[config.mk]
export PLATFORM = sky130hd
export DESIGN_NAME = multiword_adder_ctrl_flat
export DESIGN_NICKNAME = d
export VERILOG_FILES = /design/src/rtl/multiword_adder_ctrl_if.sv /design/src/rtl/multiword_adder_ctrl.sv /design/src/flat_wrapper.sv
export SDC_FILE = /design/constraint.sdc
export NUM_CORES = 1
export LEC_CHECK = 0
export ABC_AREA = 1
export BUFFER_PORTS_ARGS = -buffer_cell sky130_fd_sc_hd__buf_2
export CAP_MARGIN = 0
export CORE_ASPECT_RATIO = 0.6
export CORE_UTILIZATION = 45
export CTS_CLUSTER_SIZE = 12
export DETAILED_ROUTE_END_ITERATION = 8
export PLACE_DENSITY = 0.66
export SLEW_MARGIN = 20
export SYNTH_ARGS = -nofsm -noshare
export SYNTH_HDL_FRONTEND = slang
export SYNTH_SLANG_ARGS = --single-unit
[constraint.sdc]
create_clock -name clk -period 5.95 [get_ports clk]
set_input_delay 0.595 -clock clk [delete_from_list [all_inputs] [get_ports clk]]
set_output_delay 0.595 -clock clk [all_outputs]
set_load 0.02 [all_outputs]
[src/rtl/multiword_adder_ctrl_if.sv]
// multiword_adder_ctrl_if: host-side start/operand/result handshake bundle for multiword_adder_ctrl
interface multiword_adder_ctrl_if #(
    parameter int WORDS = 4
);
    logic                  start;
    logic                  sub;
    logic [16*WORDS-1:0]   a;
    logic [16*WORDS-1:0]   b;
    logic [16*WORDS-1:0]   sum;
    logic                  co;
    logic                  busy;
    logic                  done;

    modport master (output start, sub, a, b, input sum, co, busy, done);
    modport slave  (input start, sub, a, b, output sum, co, busy, done);
endinterface

[src/rtl/multiword_adder_ctrl.sv]
// multiword_adder_ctrl: WORDS x 16-bit multi-precision add through one shared 16-bit adder, LSW first.
// Define MULTIWORD_ADDER_CTRL_SUB_EN to enable A - B on sub=1; otherwise sub is ignored.
module multiword_adder_ctrl #(
    parameter int WORDS = 4
) (
    input logic                clk,
    input logic                rst,
    multiword_adder_ctrl_if.slave bus
);
    localparam int W  = 16 * WORDS;
    localparam int IW = $clog2(WORDS);

    typedef enum logic [1:0] {IDLE, ADD, DONE} state_t;

    state_t        state;
    logic [IW-1:0] idx;
    logic          carry;
    logic [W-1:0]  a_r;
    logic [W-1:0]  b_r;
    logic [W-1:0]  acc;
    logic [W-1:0]  acc_next;
    logic [W-1:0]  sum_r;
    logic          co_r;
    logic          busy_r;
    logic          done_r;
    logic [15:0]   a_w;
    logic [15:0]   b_w;
    logic [15:0]   s;
    logic          c;
    logic          carry_init;

`ifdef MULTIWORD_ADDER_CTRL_SUB_EN
    logic          sub_r;
    assign carry_init = bus.sub;
`else
    logic          unused_sub;
    assign unused_sub = bus.sub;
    assign carry_init = 1'b0;
`endif

    // one word of the shared add-with-carry datapath, result merged into the accumulator image
    always_comb begin
        a_w = a_r[{idx, 4'h0} +: 16];
`ifdef MULTIWORD_ADDER_CTRL_SUB_EN
        b_w = sub_r ? ~b_r[{idx, 4'h0} +: 16] : b_r[{idx, 4'h0} +: 16];
`else
        b_w = b_r[{idx, 4'h0} +: 16];
`endif
        {c, s} = {1'b0, a_w} + {1'b0, b_w} + {16'h0, carry};
        acc_next = acc;
        acc_next[{idx, 4'h0} +: 16] = s;
    end

    // sequencer: latch operands, walk words LSW first, publish result and pulse done
    always_ff @(posedge clk) begin
        if (rst) begin
            state  <= IDLE;
            idx    <= '0;
            carry  <= 1'b0;
            a_r    <= '0;
            b_r    <= '0;
            acc    <= '0;
            sum_r  <= '0;
            co_r   <= 1'b0;
            busy_r <= 1'b0;
            done_r <= 1'b0;
`ifdef MULTIWORD_ADDER_CTRL_SUB_EN
            sub_r  <= 1'b0;
`endif
        end else begin
            case (state)
                IDLE: begin
                    done_r <= 1'b0;
                    busy_r <= bus.start;
                    if (bus.start) begin
                        a_r   <= bus.a;
                        b_r   <= bus.b;
`ifdef MULTIWORD_ADDER_CTRL_SUB_EN
                        sub_r <= bus.sub;
`endif
                        idx   <= '0;
                        carry <= carry_init;
                        state <= ADD;
                    end
                end
                ADD: begin
                    acc   <= acc_next;
                    carry <= c;
                    if (idx == IW'(WORDS - 1)) begin
                        sum_r  <= acc_next;
                        co_r   <= c;
                        idx    <= '0;
                        done_r <= 1'b1;
                        state  <= DONE;
                    end else begin
                        idx <= idx + 1'b1;
                    end
                end
                default: begin
                    done_r <= 1'b0;
                    busy_r <= 1'b0;
                    state  <= IDLE;
                end
            endcase
        end
    end

    assign bus.sum  = sum_r;
    assign bus.co   = co_r;
    assign bus.busy = busy_r;
    assign bus.done = done_r;
endmodule

[src/flat_wrapper.sv]
// flat-port wrapper written by rule: the top's interface ports become plain ports
module multiword_adder_ctrl_flat 
#(
    parameter int WORDS = 4
)
  (clk, rst, bus_start, bus_sub, bus_a, bus_b, bus_sum, bus_co, bus_busy, bus_done);
  multiword_adder_ctrl_if #(.WORDS(WORDS)) bus_i ();
  input logic clk;
  input logic rst;
  input wire logic [$bits(bus_i.start)-1:0] bus_start;
  input wire logic [$bits(bus_i.sub)-1:0] bus_sub;
  input wire logic [$bits(bus_i.a)-1:0] bus_a;
  input wire logic [$bits(bus_i.b)-1:0] bus_b;
  output wire logic [$bits(bus_i.sum)-1:0] bus_sum;
  output wire logic [$bits(bus_i.co)-1:0] bus_co;
  output wire logic [$bits(bus_i.busy)-1:0] bus_busy;
  output wire logic [$bits(bus_i.done)-1:0] bus_done;
  assign bus_i.start = bus_start;
  assign bus_i.sub = bus_sub;
  assign bus_i.a = bus_a;
  assign bus_i.b = bus_b;
  assign bus_sum = bus_i.sum;
  assign bus_co = bus_i.co;
  assign bus_busy = bus_i.busy;
  assign bus_done = bus_i.done;
  multiword_adder_ctrl #(.WORDS(WORDS)) u_core (.clk(clk), .rst(rst), .bus(bus_i));
endmodule
* Word level (Yosys, flattened, before mapping)
Index checks and enable logic that the tools add are counted.
** Operators by class
- $add $sub $neg :: 4
- Equal/unequal tests :: 4
- Shift operators :: 4
- Muxes and demuxes :: 10
- Bitwise operators :: 1
- Reduce and logical (&&, ||, !) cells :: 7
** Operators with widths (number)
- $shiftx A64 B7 Y16 :: 2
- $bwmux W64 :: 1
- $shift A16 B8 Y64 const A :: 1
- $shiftx A16 B8 Y64 :: 1
- $add A16 B16 Y17 :: 1
- $add A17 B1 Y17 :: 1
- $mux W2 :: 4
- $neg A6 Y8 :: 1
- $pmux W2 S2 :: 2
- $reduce_and A2 Y1 :: 4
- $pmux W1 S2 :: 2
- $add A2 B1 Y2 const B :: 1
- $eq A2 B1 Y1 const B :: 1
- $eq A2 B2 Y1 const B :: 1
- $logic_not A2 Y1 :: 1
- $ne A2 B1 Y1 const B :: 1
- $ne A2 B2 Y1 const B :: 1
- $reduce_bool A2 Y1 :: 1
- $reduce_or A2 Y1 :: 1
- $mux W1 :: 1
- $not A1 Y1 :: 1
** Word-level totals
- Bits in registers :: 264
- Bits of input ports :: 132
- Output and inout bits :: 67

* Depth between registers and ports, before layout
Gate-level depths: netlist (run 1).
- Word-level depth :: 5
- Gate-level depth with buffers :: 19
- Gate-level depth less buffers :: 17

* Worst setup path after synthesis (run 1)
Ideal clock, no wire load.
- Path kind :: reg2reg
- Start :: reg u_core.idx[0]
- End :: reg u_core.acc[14]
- Setup time :: 115 ps
- Arrival time :: 2733 ps
- Slack :: 3101 ps
- Cell stages (with the launch flop) :: 20
- Buffers on the path :: 3
- Clock period less this slack :: 2849 ps
- Cell sequence :: dfxtp_1 buf_2 buf_2 buf_2 o21ai_0 o22ai_1 fa_1 fa_1 nand2_1 nand2_1 nand3_1 nand2_1 nand2_1 nand2_1 nand2_1 nand2_2 nand2_1 o21ai_2 o21ai_0 inv_1
** On the way
- Cells in the longest elaborated chain, start to end :: 5
- Elaborated cells between the ends (all ways) :: 8
- Those cells by class :: add/sub: 3; shift: 4; mux: 1
** Ends and longest elaborated chain
- start, declared :: RTL line multiword_adder_ctrl.sv:16 : logic [IW-1:0] idx;
- start signal, assigned :: RTL line multiword_adder_ctrl.sv:96 : idx <= idx + 1'b1;
- $shiftx A64 B7 Y16 (on tied branches) :: RTL line multiword_adder_ctrl.sv:43, multiword_adder_ctrl.sv:47
- $add A16 B16 Y17 :: RTL line multiword_adder_ctrl.sv:49 : {c, s} = {1'b0, a_w} + {1'b0, b_w} + {16'h0, carry};
- $add A17 B1 Y17 :: RTL line multiword_adder_ctrl.sv:49
- $shiftx A16 B8 Y64 :: RTL line multiword_adder_ctrl.sv:51 : acc_next[{idx, 4'h0} +: 16] = s;
- $bwmux W64 * :: RTL line multiword_adder_ctrl.sv:51
- end signal, assigned :: RTL line multiword_adder_ctrl.sv:87 : acc <= acc_next;
- end, declared :: RTL line multiword_adder_ctrl.sv:20 : logic [W-1:0] acc;
Every way passes the cells marked *; elsewhere a longest branch is shown, timed or not.
A chain may end at the register's enable or synchronous reset.

* Final worst setup path (run 1)
- Start :: reg u_core.idx[0]
- End :: reg u_core.sum_r[38] (netlist: u_core.bus.sum[38])
** On the way
- Cells in the longest elaborated chain, start to end :: 5
- Elaborated cells between the ends (all ways) :: 10
- Those cells by class :: add/sub: 3; eq/ne: 1; shift: 4; mux: 1; reduce/logical: 1
** Ends and longest elaborated chain
- $shiftx A64 B7 Y16 (on tied branches) :: RTL line multiword_adder_ctrl.sv:43, multiword_adder_ctrl.sv:47
- $add A16 B16 Y17 :: RTL line multiword_adder_ctrl.sv:49
- $add A17 B1 Y17 :: RTL line multiword_adder_ctrl.sv:49
- $shiftx A16 B8 Y64 :: RTL line multiword_adder_ctrl.sv:51
- $bwmux W64 :: RTL line multiword_adder_ctrl.sv:51
- end signal, assigned :: RTL line multiword_adder_ctrl.sv:90 : sum_r <= acc_next;
- end, declared :: RTL line multiword_adder_ctrl.sv:22 : logic [W-1:0] sum_r;
Parallel ways exist; a longest one is shown, timed or not.

==> metrics.md, run 1 <==
| Metric | Value |
|---|---|
| Status | complete, no violations |
| Final HPWL DP | 24,390 µm |
| # nets final | 2,062 |
| Cells along the critical path | buf_4 > inv_2 > buf_4 > o21ai_0 > o22ai_1 > fa_1 > fa_1 > nand2_1 > nand2_1 > nand3_1 > nand2_1 > xnor2_1 > nor2_1 > nand2_1 > nand3_1 > o211ai_1 > inv_1 |
| Mapped Cells | 1,785 |
| Total grt overflow | 0 |
| RSZ-0062 raised after global routing | no |
| Post-synth top cells | nor2_1 (388), o21ai_0 (277), dfxtp_1 (264), inv_1 (220), nand2_1 (190) |
| H-tree depth | 1 |
| Post-cts resize count | 0 |
| Largest net degree at the start of global routing | 130 |
| Mapped Area | 12,470 µm² |
| Vias per inst | 5.203 |
| Clock sinks | 264 |
| Largest stage delay, worst path | 0.44 ns |
| Final WL | 36,470 µm |
| DRC | 0 |
| Startpoint Class | register |
| Max Fanout on Critical Path | 41 |
| Per-cell routed wire length | 16.00 µm |
| Final ANT Viol Nets | 0 |
| Total GRT Usage | 0.2545 |
| Crit path max-delay family | buffers and inverters |
| Dominant cell type by area after synthesis | dfxtp_1 |
| Root buf cell | clkbuf_16 |
| Final min period | 4.030 ns |
| Worst vdd ir | 0.1621 mV |
| Core Footprint | 26,820 µm² |
| Later-pin clock latency in the skew report | 0.57 ns |
| Finish-stage setup viols | 0 |
| Critical Path RT | 6.44 ns |
| Max_cap viols | 0 |
| Final Max Slew Viols | 0 |
| Die area | 28,390 µm² |
| Syn_area_per_cell | 6.984 µm² |
| CP dominant cell by count | nand2_1 |
| Worst Tran Pin Value | 1.093 ns |
| Leak | 0.007188 µW |
| Psw | 1421 µW |
| CP max-delay cell | fa_1 |
| Ys Warns | 0 |
| Flop pwr share | 0.428 |
| Cts hold-fix bufs | 0 |
| Ys flop type | dfxtp_1 |
| Most frequent cell after synthesis | nor2_1 |
| FMAX | 0.2481 GHz |
| Share of cells above drive strength 1 | 0.1423 |
| # Post-CTS Setup Buffers | 0 |
| CTS tree | yes |
| First-pass GRT wire length | 57,530 µm |
| Num CTS Buffers | 27 |
| Max Root-Sink Buffers | 3 |
| Clk pwr share | 0.367 |
| Syn Nets | 1,940 |
| # diodes | 0 |
| Vias in the first global route | 10,767 |
| Sequential area share after synthesis | 0.4240 |
| Post-synth EDFFs | 0 |
| Arrival time worst endpoint | 4.52 ns |
| Clk slew on worst S/H paths | 0.06 ns |
| DIE WIDTH | 216.9 µm |
| Initial core utilization | 0.4648 |
| DR pass1 iterations | 7 |
| Final critical-path share of the clock period | 0.6773 |
| WP buf/inv | 4 |
| Placer Congestion | 0.8625 |
| Synth area leaders | dfxtp_1 (42%), nor2_1 (12%), o21ai_0 (11%), inv_1 (6.6%), nand2_1 (5.7%) |
| Setup_tns | 0 ns |
| Area delta synth->final | 14.28% |
| I/O pin total | 199 |
| Initial antenna violation count | 0 |
| Number of port buffers | 197 |
| P_int | 3107 µW |
| Min-delay worst type | in -> reg |
| DR iter-0 viols | 1,039 |
| Row cnt | 46 |
| Vias | 11,857 |
| Register bit total from synthesis | 264 |
| Hold Vio Cnt, Final | 0 |
| Switch share | 0.3138 |
| Yosys cell types | 38 |
| Worst Skew | 0.02628 ns |
| Die H | 130.9 µm |
| Slew HR | 0.2683 |
| Synth top area share | 0.4240 |
| PD cells | 317.8 nW/µm² |
| FFs w/ async S/R, synth | 0 |
| Final Util | 0.5312 |
| Combinational Power Share | 0.205 |
| WS Path Type | reg -> reg |
| Crit path capture type | register |
## power groups by stage
stage	Clock, µW	Sequential, µW	Combinational [µW]
after floorplan	0	1960	627
after global placement	0	1970	897
after detailed placement	0	1970	913
after CTS	1690	1940	920
after global routing	1760	1950	1030
final	1660	1940	928
## state kept, by name (all words and copies together), names as in the netlist
register,flops
u_core.state,2
u_core.bus.sum,64
u_core.a_r,64
u_core.idx,2
u_core.bus.busy,1
u_core.acc,64
u_core.carry,1
u_core.bus.done,1
u_core.b_r,64
u_core.bus.co,1
## placed cells by master, fill, tap and decap left out, types with 2 or more instances in the layout
cell         n
nor2_1     387
o21ai_0    277
dfxtp_1    263
inv_1      218
buf_2      197
nand2_1    190
nand3_1     82
a21oi_1     46
o22ai_1     44
o21bai_1    34
o21a_1      30
clkbuf_16   27
ha_1        21
nand4_1     16
buf_4       12
o211ai_1    11
o21ai_1      9
nand2_2      7
clkbuf_8     6
clkbuf_1     5
inv_2        4
a31oi_1      4
nor2_4       3
nor2_2       3
xor2_1       3
nor3_2       2
inv_4        2
xor2_2       2
xnor2_1      2
fa_1         2
## logic make-up after synthesis
kind of cell               count (synthesis)  share of synthesized area
DFF                                      264                     0.4240
adders and majority gates                 23                    0.02429
AOI/OAI and AO/OA                        457                     0.2039
xor gates and xnor gates                   7                   0.006123
buffers and inverters                    341                     0.1158
and+or+nand+nor                          693                     0.2259
## worst min-delay path, delay by kind of cell
family | cells | cell delay [ns]
AND/OR/NAND/NOR | 2 | 0.12
buffers and inverters | 1 | 0.08
## layout make-up
class / instances / area, µm²
fill: 2759 / 12570
multi-input combinational: 1180 / 5744
sequential: 264 / 5286
timing repair buffer: 210 / 1087
inverter: 224 / 845.8
clock buffer: 38 / 777.0
tap: 360 / 450.4
clock inverter: 3 / 55.05
## worst paths after layout
kind | from | to | slack (ns) | depth (start not counted)
worst max register to register | u_core.idx[0]$_SDFFE_PP0P_ | u_core.bus.sum[38]$_SDFFE_PP0P_ | 1.92 | 17
worst max-delay path | u_core.idx[0]$_SDFFE_PP0P_ | u_core.bus.sum[38]$_SDFFE_PP0P_ | 1.92 | 17
worst min register to register | u_core.bus.busy$_SDFFE_PP0N_ | u_core.bus.busy$_SDFFE_PP0N_ | 0.48 | 2
worst min-delay path | bus_a[27] | u_core.a_r[27]$_SDFFE_PP0P_ | 0.26 | 3
## metrics by stage
step / hold slack (ns) / cell area (µm²) / total power [µW] / cells / worst slack [ns]
final: 0.2597 / 14250 / 4528 / 2279 / 1.920
after global routing: 0.2573 / 14250 / 4745 / 2279 / 1.543
after CTS: 0.2381 / 14240 / 4550 / 2279 / 1.962
after detailed placement: 0.4833 / 13410 / 2886 / 2238 / 1.996
after global placement: 0.4818 / 13410 / 2867 / 2238 / 2.041
after floorplan: 0.4657 / 12470 / 2589 / 1785 / 3.101
## layer usage
metal  GRT usage  share of wire  vias to the layer above
met1      0.3979           0.52                     5449
li1            -              -                     5968
met3     0.04074          0.070                       48
met4     0.04888          0.016                        0
met2      0.3626           0.39                      392
met5           0              0                        -
Power figures use the tool's default switching activity.
==> inputs of run 2 (changes only) <==
Settings changed: PLACE_DENSITY 0.66 to 0.68.
Clock period 5.95 ns to 3.6 ns, I/O delays scaled along.
==> metrics.md, run 2 (synthesized netlist as in run 1, its figures left out) <==
| Metric | Value |
|---|---|
| Wire length on met3 | 2941 µm (was 2557 µm) |
| Vias | 11,866 (was 11,857) |
| Arrival time worst endpoint | 3.70 ns (was 4.52 ns) |
| Met1 WL | 18,130 µm (was 19,050 µm) |
| Die area | 28,390 µm² (unchanged) |
| Clk slew on worst S/H paths | 0.06 ns (about the same) |
| Critical Path RT | 4.05 ns (was 6.44 ns) |
| Max Fanout on Critical Path | 28 (was 41) |
| DIE WIDTH | 216.9 µm (unchanged) |
| Cts hold-fix bufs | 0 (unchanged) |
| Vias per inst | 5.200 (was 5.203) |
| Initial antenna violation count | 1 (was 0) |
| Reg2Reg Launch Point | u_core.idx[0]$_SDFFE_PP0P_ (unchanged) |
| Post-cts resize count | 0 (unchanged) |
| Die H | 130.9 µm (unchanged) |
| Later-pin clock latency in the skew report | 0.56 ns (was 0.57 ns) |
| Total power | 7210 µW (was 4528 µW) |
| Max_cap viols | 0 (unchanged) |
| Clock sinks | 264 (unchanged) |
| Final critical-path share of the clock period | 0.9026 (was 0.6773) |
| Area delta synth->final | 14.11% (was 14.28%) |
| Number of port buffers | 197 (unchanged) |
| WS Path Type | reg -> reg (unchanged) |
| Vias in the first global route | 10,618 (was 10,767) |
| Worst vdd ir | 0.3720 mV (was 0.1621 mV) |
| Commonest non-fill, non-tap cell in the layout | nor2_1 (unchanged) |
| Worst R2R End | u_core.acc[9]$_SDFFE_PP0P_ (was u_core.bus.sum[38]$_SDFFE_PP0P_) |
| Flop2flop setup slack | 0.35 ns (was 1.92 ns) |
| Crit path from | u_core.idx[0]$_SDFFE_PP0P_ (unchanged) |
| PD cells | 506.8 nW/µm² (was 317.8 nW/µm²) |
| Hold Path End | u_core.a_r[42]$_SDFFE_PP0P_ (was u_core.a_r[27]$_SDFFE_PP0P_) |
| Final HPWL DP | 24,190 µm (was 24,390 µm) |
| Placer Congestion | 0.8742 (was 0.8625) |
| Startpoint Class | register (unchanged) |
| Final ANT Viol Nets | 0 (unchanged) |
| Max Root-Sink Buffers | 3 (unchanged) |
| Leak | 0.007176 µW (was 0.007188 µW) |
| Top sig layer | met4 (unchanged) |
| FMAX | 0.3078 GHz (was 0.2481 GHz) |
| Num CTS Buffers | 26 (was 27) |
| Core Footprint | 26,820 µm² (unchanged) |
| Hold Vio Cnt, Final | 0 (unchanged) |
| Status | complete, no violations (unchanged) |
| Row cnt | 46 (unchanged) |
| Root buf cell | clkbuf_16 (unchanged) |
| Cell count of the worst reg-to-reg path | 17 (unchanged) |
| Final Max Slew Viols | 0 (unchanged) |
| H-tree depth | 1 (unchanged) |
| Setup_tns | 0 ns (unchanged) |
| DRC | 0 (unchanged) |
| Largest net degree at the start of global routing | 130 (unchanged) |
| Final min period | 3.249 ns (was 4.030 ns) |
| DR iter-0 viols | 1,328 (was 1,039) |
| Hold Startpoint | bus_a[42] (was bus_a[27]) |
| Final WL | 35,700 µm (was 36,470 µm) |
| Crit path capture type | register (unchanged) |
| Initial core utilization | 0.4648 (unchanged) |
| First-pass GRT wire length | 56,660 µm (was 57,530 µm) |
| CTS tree | yes (unchanged) |
| Share of cells above drive strength 1 | 0.1426 (was 0.1423) |
| Min-delay worst type | in -> reg (unchanged) |
| Total GRT Usage | 0.2506 (was 0.2545) |
| I/O pin total | 199 (unchanged) |
| Most frequent cells in the layout | nor2_1 (387), o21ai_0 (277), dfxtp_1 (263) (unchanged) |
| Per-cell routed wire length | 15.65 µm (was 16.00 µm) |
| RSZ-0062 raised after global routing | no (unchanged) |
| Fillcell total | 2,653 (was 2,759) |
| DR pass1 iterations | 8 (was 7) |
| Hold depth | 3 (unchanged) |
| Worst Skew | 0.02815 ns (was 0.02628 ns) |
| Worst Tran Pin Value | 0.9255 ns (was 1.093 ns) |
| # nets final | 2,068 (was 2,062) |
| Slew HR | 0.3830 (was 0.2683) |
| # Post-CTS Setup Buffers | 0 (unchanged) |
| Finish-stage setup viols | 0 (unchanged) |
| Total grt overflow | 0 (unchanged) |
| Routed length on met2 | 13,970 µm (was 14,270 µm) |
-- run 2: layout make-up --
| class | count | area, µm² | area share |
|---|---|---|---|
| Timing Repair Buffer | 217 | 1165 | 0.08189 |
| Antenna cell | 1 | 2.502 | 0.0001759 |
| Clock buffer | 35 | 714.4 | 0.05022 |
| Multi-Input combinational cell | 1180 | 5744 | 0.4038 |
| Inverter | 224 | 845.8 | 0.05946 |
| Sequential cell | 264 | 5286 | 0.3716 |
| Tap cell | 360 | 450.4 | 0.03167 |
| Clock inverter | 1 | 16.27 | 0.001143 |
-- run 2: report_power, final --
part           switching [µW]  internal (µW)  leakage, µW
clock network            1120           1370     0.000356
logic                    1050            465      0.00465
registers                86.9           3120      0.00217
total                    2260           4950      0.00718
-- run 2: metal layers --
layer  GRT usage  up-vias
li1            -     5976
met5           0        -
met3     0.05602       46
met4     0.05468        0
met1      0.3820     5427
met2      0.3535      417
-- run 2: metrics by stage --
step / utilization / hold WS (ns) / area, µm² / std cells / worst slack [ns]
floorplan: - / 0.4657 / 12470 / 1785 / 0.7514
global placement: 0.5029 / 0.4501 / 13490 / 2245 / 0.4422
detailed placement: 0.5029 / 0.4622 / 13490 / 2245 / 0.4208
CTS: 0.5301 / 0.01123 / 14220 / 2281 / 0.3834
global route: 0.5303 / 0.02884 / 14220 / 2281 / 0.05126
finish: 0.5304 / 0.02888 / 14220 / 2282 / 0.3507
-- run 2: worst max path at each step --
stage | endpoint | slack [ns]
finish | u_core.acc[9]$_SDFFE_PP0P_ | 0.35
global route | u_core.acc[44]$_SDFFE_PP0P_ | 0.05
CTS | u_core.acc[9]$_SDFFE_PP0P_ | 0.38
detailed placement | u_core.acc[9]$_SDFFE_PP0P_ | 0.42
global placement | u_core.acc[9]$_SDFFE_PP0P_ | 0.44
floorplan | u_core.acc[14]$_SDFFE_PP0P_ | 0.75
-- run 2: worst max-delay path: stages, from the launching register on --
cell and delay [ns]:
dfxtp_2 0.38, inv_2 0.25, buf_4 0.37, o21ai_0 0.12, o22ai_1 0.39, ha_1 0.41, nand2_1 0.09, inv_1 0.06
nand2_1 0.06, nand2_1 0.07, inv_1 0.08, nand2_1 0.05, nand2_1 0.05, nand2_1 0.21, nand2_1 0.17, o21ai_0 0.14
o21ai_0 0.19, inv_1 0.05
==> inputs of run 3 (changes only) <==
Settings changed: CELL_PAD_IN_SITES_DETAIL_PLACEMENT set to 0, CELL_PAD_IN_SITES_GLOBAL_PLACEMENT set to 1, CORE_UTILIZATION 45 to 37, PLACE_DENSITY 0.68 to unset, PLACE_DENSITY_LB_ADDON set to 0.1.
==> metrics.md, run 3 (synthesized netlist as in run 1, its figures left out) <==
| Metric | Value |
|---|---|
| H-tree depth | 1 (unchanged) |
| Cell count of the worst reg-to-reg path | 15 (was 17) |
| Core Footprint | 32,800 µm² (was 26,820 µm²) |
| Final min period | 3.255 ns (was 3.249 ns) |
| Reg2Reg Launch Point | u_core.idx[0]$_SDFFE_PP0P_ (unchanged) |
| Flop pwr share | 0.433 (was 0.445) |
| M3 GR Usage | 0.03188 (was 0.05602) |
| Per-cell routed wire length | 16.21 µm (was 15.65 µm) |
| Fillcell total | 3,515 (was 2,653) |
| Arrival time worst endpoint | 3.70 ns (about the same) |
| RSZ-0062 raised after global routing | no (unchanged) |
| Critical Path RT | 4.05 ns (about the same) |
| Combinational Power Share | 0.213 (was 0.210) |
| Later-pin clock latency in the skew report | 0.57 ns (was 0.56 ns) |
| Commonest non-fill, non-tap cell in the layout | nor2_1 (unchanged) |
| Total GRT Usage | 0.2241 (was 0.2506) |
| Worst R2R End | u_core.bus.sum[37]$_SDFFE_PP0P_ (was u_core.acc[9]$_SDFFE_PP0P_) |
| Largest net degree at the start of global routing | 100 (was 130) |
| Cells along the critical path | inv_2 > buf_12 > o21ai_0 > o22ai_1 > ha_1 > nand2_1 > inv_1 > nand3_1 > nand2_1 > xnor2_1 > nor2_1 > nand2_1 > nand3_1 > o211ai_1 > inv_1 (was inv_2 > buf_4 > o21ai_0 > o22ai_1 > ha_1 > nand2_1 > inv_1 > nand2_1 > nand2_1 > inv_1 > nand2_1 > nand2_1 > nand2_1 > nand2_1 > o21ai_0 > o21ai_0 > inv_1) |
| Switch share | 0.3200 (was 0.3137) |
| GRT met1 Usage | 0.3537 (was 0.3820) |
| Die H | 144.2 µm (was 130.9 µm) |
| Startpoint Class | register (unchanged) |
| Vias per inst | 4.924 (was 5.200) |
| First-pass GRT wire length | 60,420 µm (was 56,660 µm) |
| Initial antenna violation count | 0 (was 1) |
| Initial core utilization | 0.3801 (was 0.4648) |
| Worst Skew | 0.02374 ns (was 0.02815 ns) |
| Worst Tran Pin Value | 1.074 ns (was 0.9255 ns) |
| DIE WIDTH | 239.0 µm (was 216.9 µm) |
| Clock sinks | 264 (unchanged) |
| CTS tree | yes (unchanged) |
| CP dominant cell by count | nand2_1 (unchanged) |
| Final critical-path share of the clock period | 0.9041 (was 0.9026) |
| FMAX | 0.3072 GHz (was 0.3078 GHz) |
| Crit path capture type | register (unchanged) |
| Routing usage on met2 | 0.3182 (was 0.3535) |
| Share of cells above drive strength 1 | 0.1453 (was 0.1426) |
| GRT busiest layer | met1 (unchanged) |
| Psw | 2368 µW (was 2261 µW) |
| Finish-stage setup viols | 0 (unchanged) |
| Hold Vio Cnt, Final | 0 (unchanged) |
| Hold Path End | u_core.a_r[59]$_SDFFE_PP0P_ (was u_core.a_r[42]$_SDFFE_PP0P_) |
| DR iter-0 viols | 941 (was 1,328) |
| Number of port buffers | 197 (unchanged) |
| Final Max Slew Viols | 0 (unchanged) |
| Row cnt | 51 (was 46) |
| Status | complete, no violations (unchanged) |
| I/O pin total | 199 (unchanged) |
| Total grt overflow | 0 (unchanged) |
| # nets final | 2,078 (was 2,068) |
| Hold depth | 3 (unchanged) |
| P_int | 5030 µW (was 4948 µW) |
| Placer Congestion | 0.8226 (was 0.8742) |
| Max_cap viols | 0 (unchanged) |
| WHS | 0.01628 ns (was 0.02888 ns) |
| WS Path Type | reg -> reg (unchanged) |
| Hold Startpoint | bus_a[59] (was bus_a[42]) |
| Clk slew on worst S/H paths | 0.06 ns (about the same) |
| DR pass1 iterations | 5 (was 8) |
| Final WL | 38,640 µm (was 35,700 µm) |
| Final ANT Viol Nets | 0 (unchanged) |
| # diodes | 0 (was 1) |
| Largest stage delay, worst path | 0.44 ns (was 0.41 ns) |
| Min-delay worst type | in -> reg (unchanged) |
| Num CTS Buffers | 27 (was 26) |
| Max Root-Sink Buffers | 3 (unchanged) |
| Most frequent cells in the layout | nor2_1 (387), o21ai_0 (277), dfxtp_1 (263) (unchanged) |
| CP max-delay cell | xnor2_1 (was ha_1) |
| Vias in the first global route | 10,810 (was 10,618) |
| DRC | 0 (unchanged) |
| Slew HR | 0.2829 (was 0.3830) |
| Clk pwr share | 0.353 (was 0.345) |
| Root buf cell | clkbuf_16 (unchanged) |
| Final HPWL DP | 26,300 µm (was 24,190 µm) |
| PD cells | 509.9 nW/µm² (was 506.8 nW/µm²) |
| Leak | 0.007256 µW (was 0.007176 µW) |
| Max Fanout on Critical Path | 25 (was 28) |
| Flop2flop setup slack | 0.35 ns (about the same) |
| Setup_tns | 0 ns (unchanged) |
| Worst vdd ir | 0.3640 mV (was 0.3720 mV) |
| Die area | 34,450 µm² (was 28,390 µm²) |
| Vias | 11,738 (was 11,866) |
| Area delta synth->final | 16.38% (was 14.11%) |
## run 3: changes by cell type in the layout (fill, tap and decap cells not counted), sizes merged
cell and change:
dlygate4sd3 +5, buf +4, clkbuf +2, inv +2, diode -1
## run 3: area by class of cell
cell class	count	area, µm²	area share
Clock inverter	3	33.78	0.002329
Tap cell	450	563.0	0.03881
Inverter	224	845.8	0.05830
Clock buffer	37	743.2	0.05123
Sequential cell	264	5286	0.3644
Timing Repair Buffer	226	1291	0.08900
Multi-Input combinational cell	1180	5744	0.3959
## run 3: power groups by stage
stage                     Sequential (µW)  Clock (µW)  Combinational [µW]
after CTS                            3200        2680                1580
after detailed placement             3270           0                1570
after floorplan                      3240           0                1040
after global placement               3260           0                1560
final                                3210        2610                1580
after global routing                 3230        2800                1770
## run 3: routing by layer
metal  vias up  share of wire
li1       6010              -
met1      5453           0.55
met3        36          0.045
met2       239           0.39
met5         -              0
met4         0          0.014
## run 3: worst max-delay path: cells and delay by family, from the launching register on
kind            cells  cell delay (ns)
simple gates        6             0.76
xor+xnor            1             0.44
flops               1             0.41
compound gates      3             0.61
fa+ha+maj           1             0.38
buf+inv             4             0.52
## run 3: worst max-delay path by stage
stage                     cells after the start                  startpoint                         endpoint
after floorplan                              19  u_core.idx[0]$_SDFFE_PP0P_      u_core.acc[14]$_SDFFE_PP0P_
after global placement                       14  u_core.idx[0]$_SDFFE_PP0P_      u_core.acc[52]$_SDFFE_PP0P_
after detailed placement                     17  u_core.idx[0]$_SDFFE_PP0P_      u_core.acc[42]$_SDFFE_PP0P_
after global routing                         14  u_core.idx[0]$_SDFFE_PP0P_  u_core.bus.sum[20]$_SDFFE_PP0P_
after CTS                                    14  u_core.idx[0]$_SDFFE_PP0P_      u_core.acc[52]$_SDFFE_PP0P_
final                                        15  u_core.idx[0]$_SDFFE_PP0P_  u_core.bus.sum[37]$_SDFFE_PP0P_
## run 3: stage by stage
step	setup WS, ns	utilization	cell area (µm²)	total power (µW)	std cells
floorplan	0.7514	-	12470	4279	1785
global placement	0.3863	0.4171	13680	4823	2339
detailed placement	0.3766	0.4171	13680	4838	2339
CTS	0.3408	0.4423	14510	7464	2384
global route	0.007800	0.4423	14510	7798	2384
finish	0.3451	0.4423	14510	7398	2384
## run 3: what timing repair did
item                      4_1_cts  5_1_grt
setup buffers                   0        0
gates resized for setup         0        0
hold buffers                    5        0
hold endpoints to repair        5        0
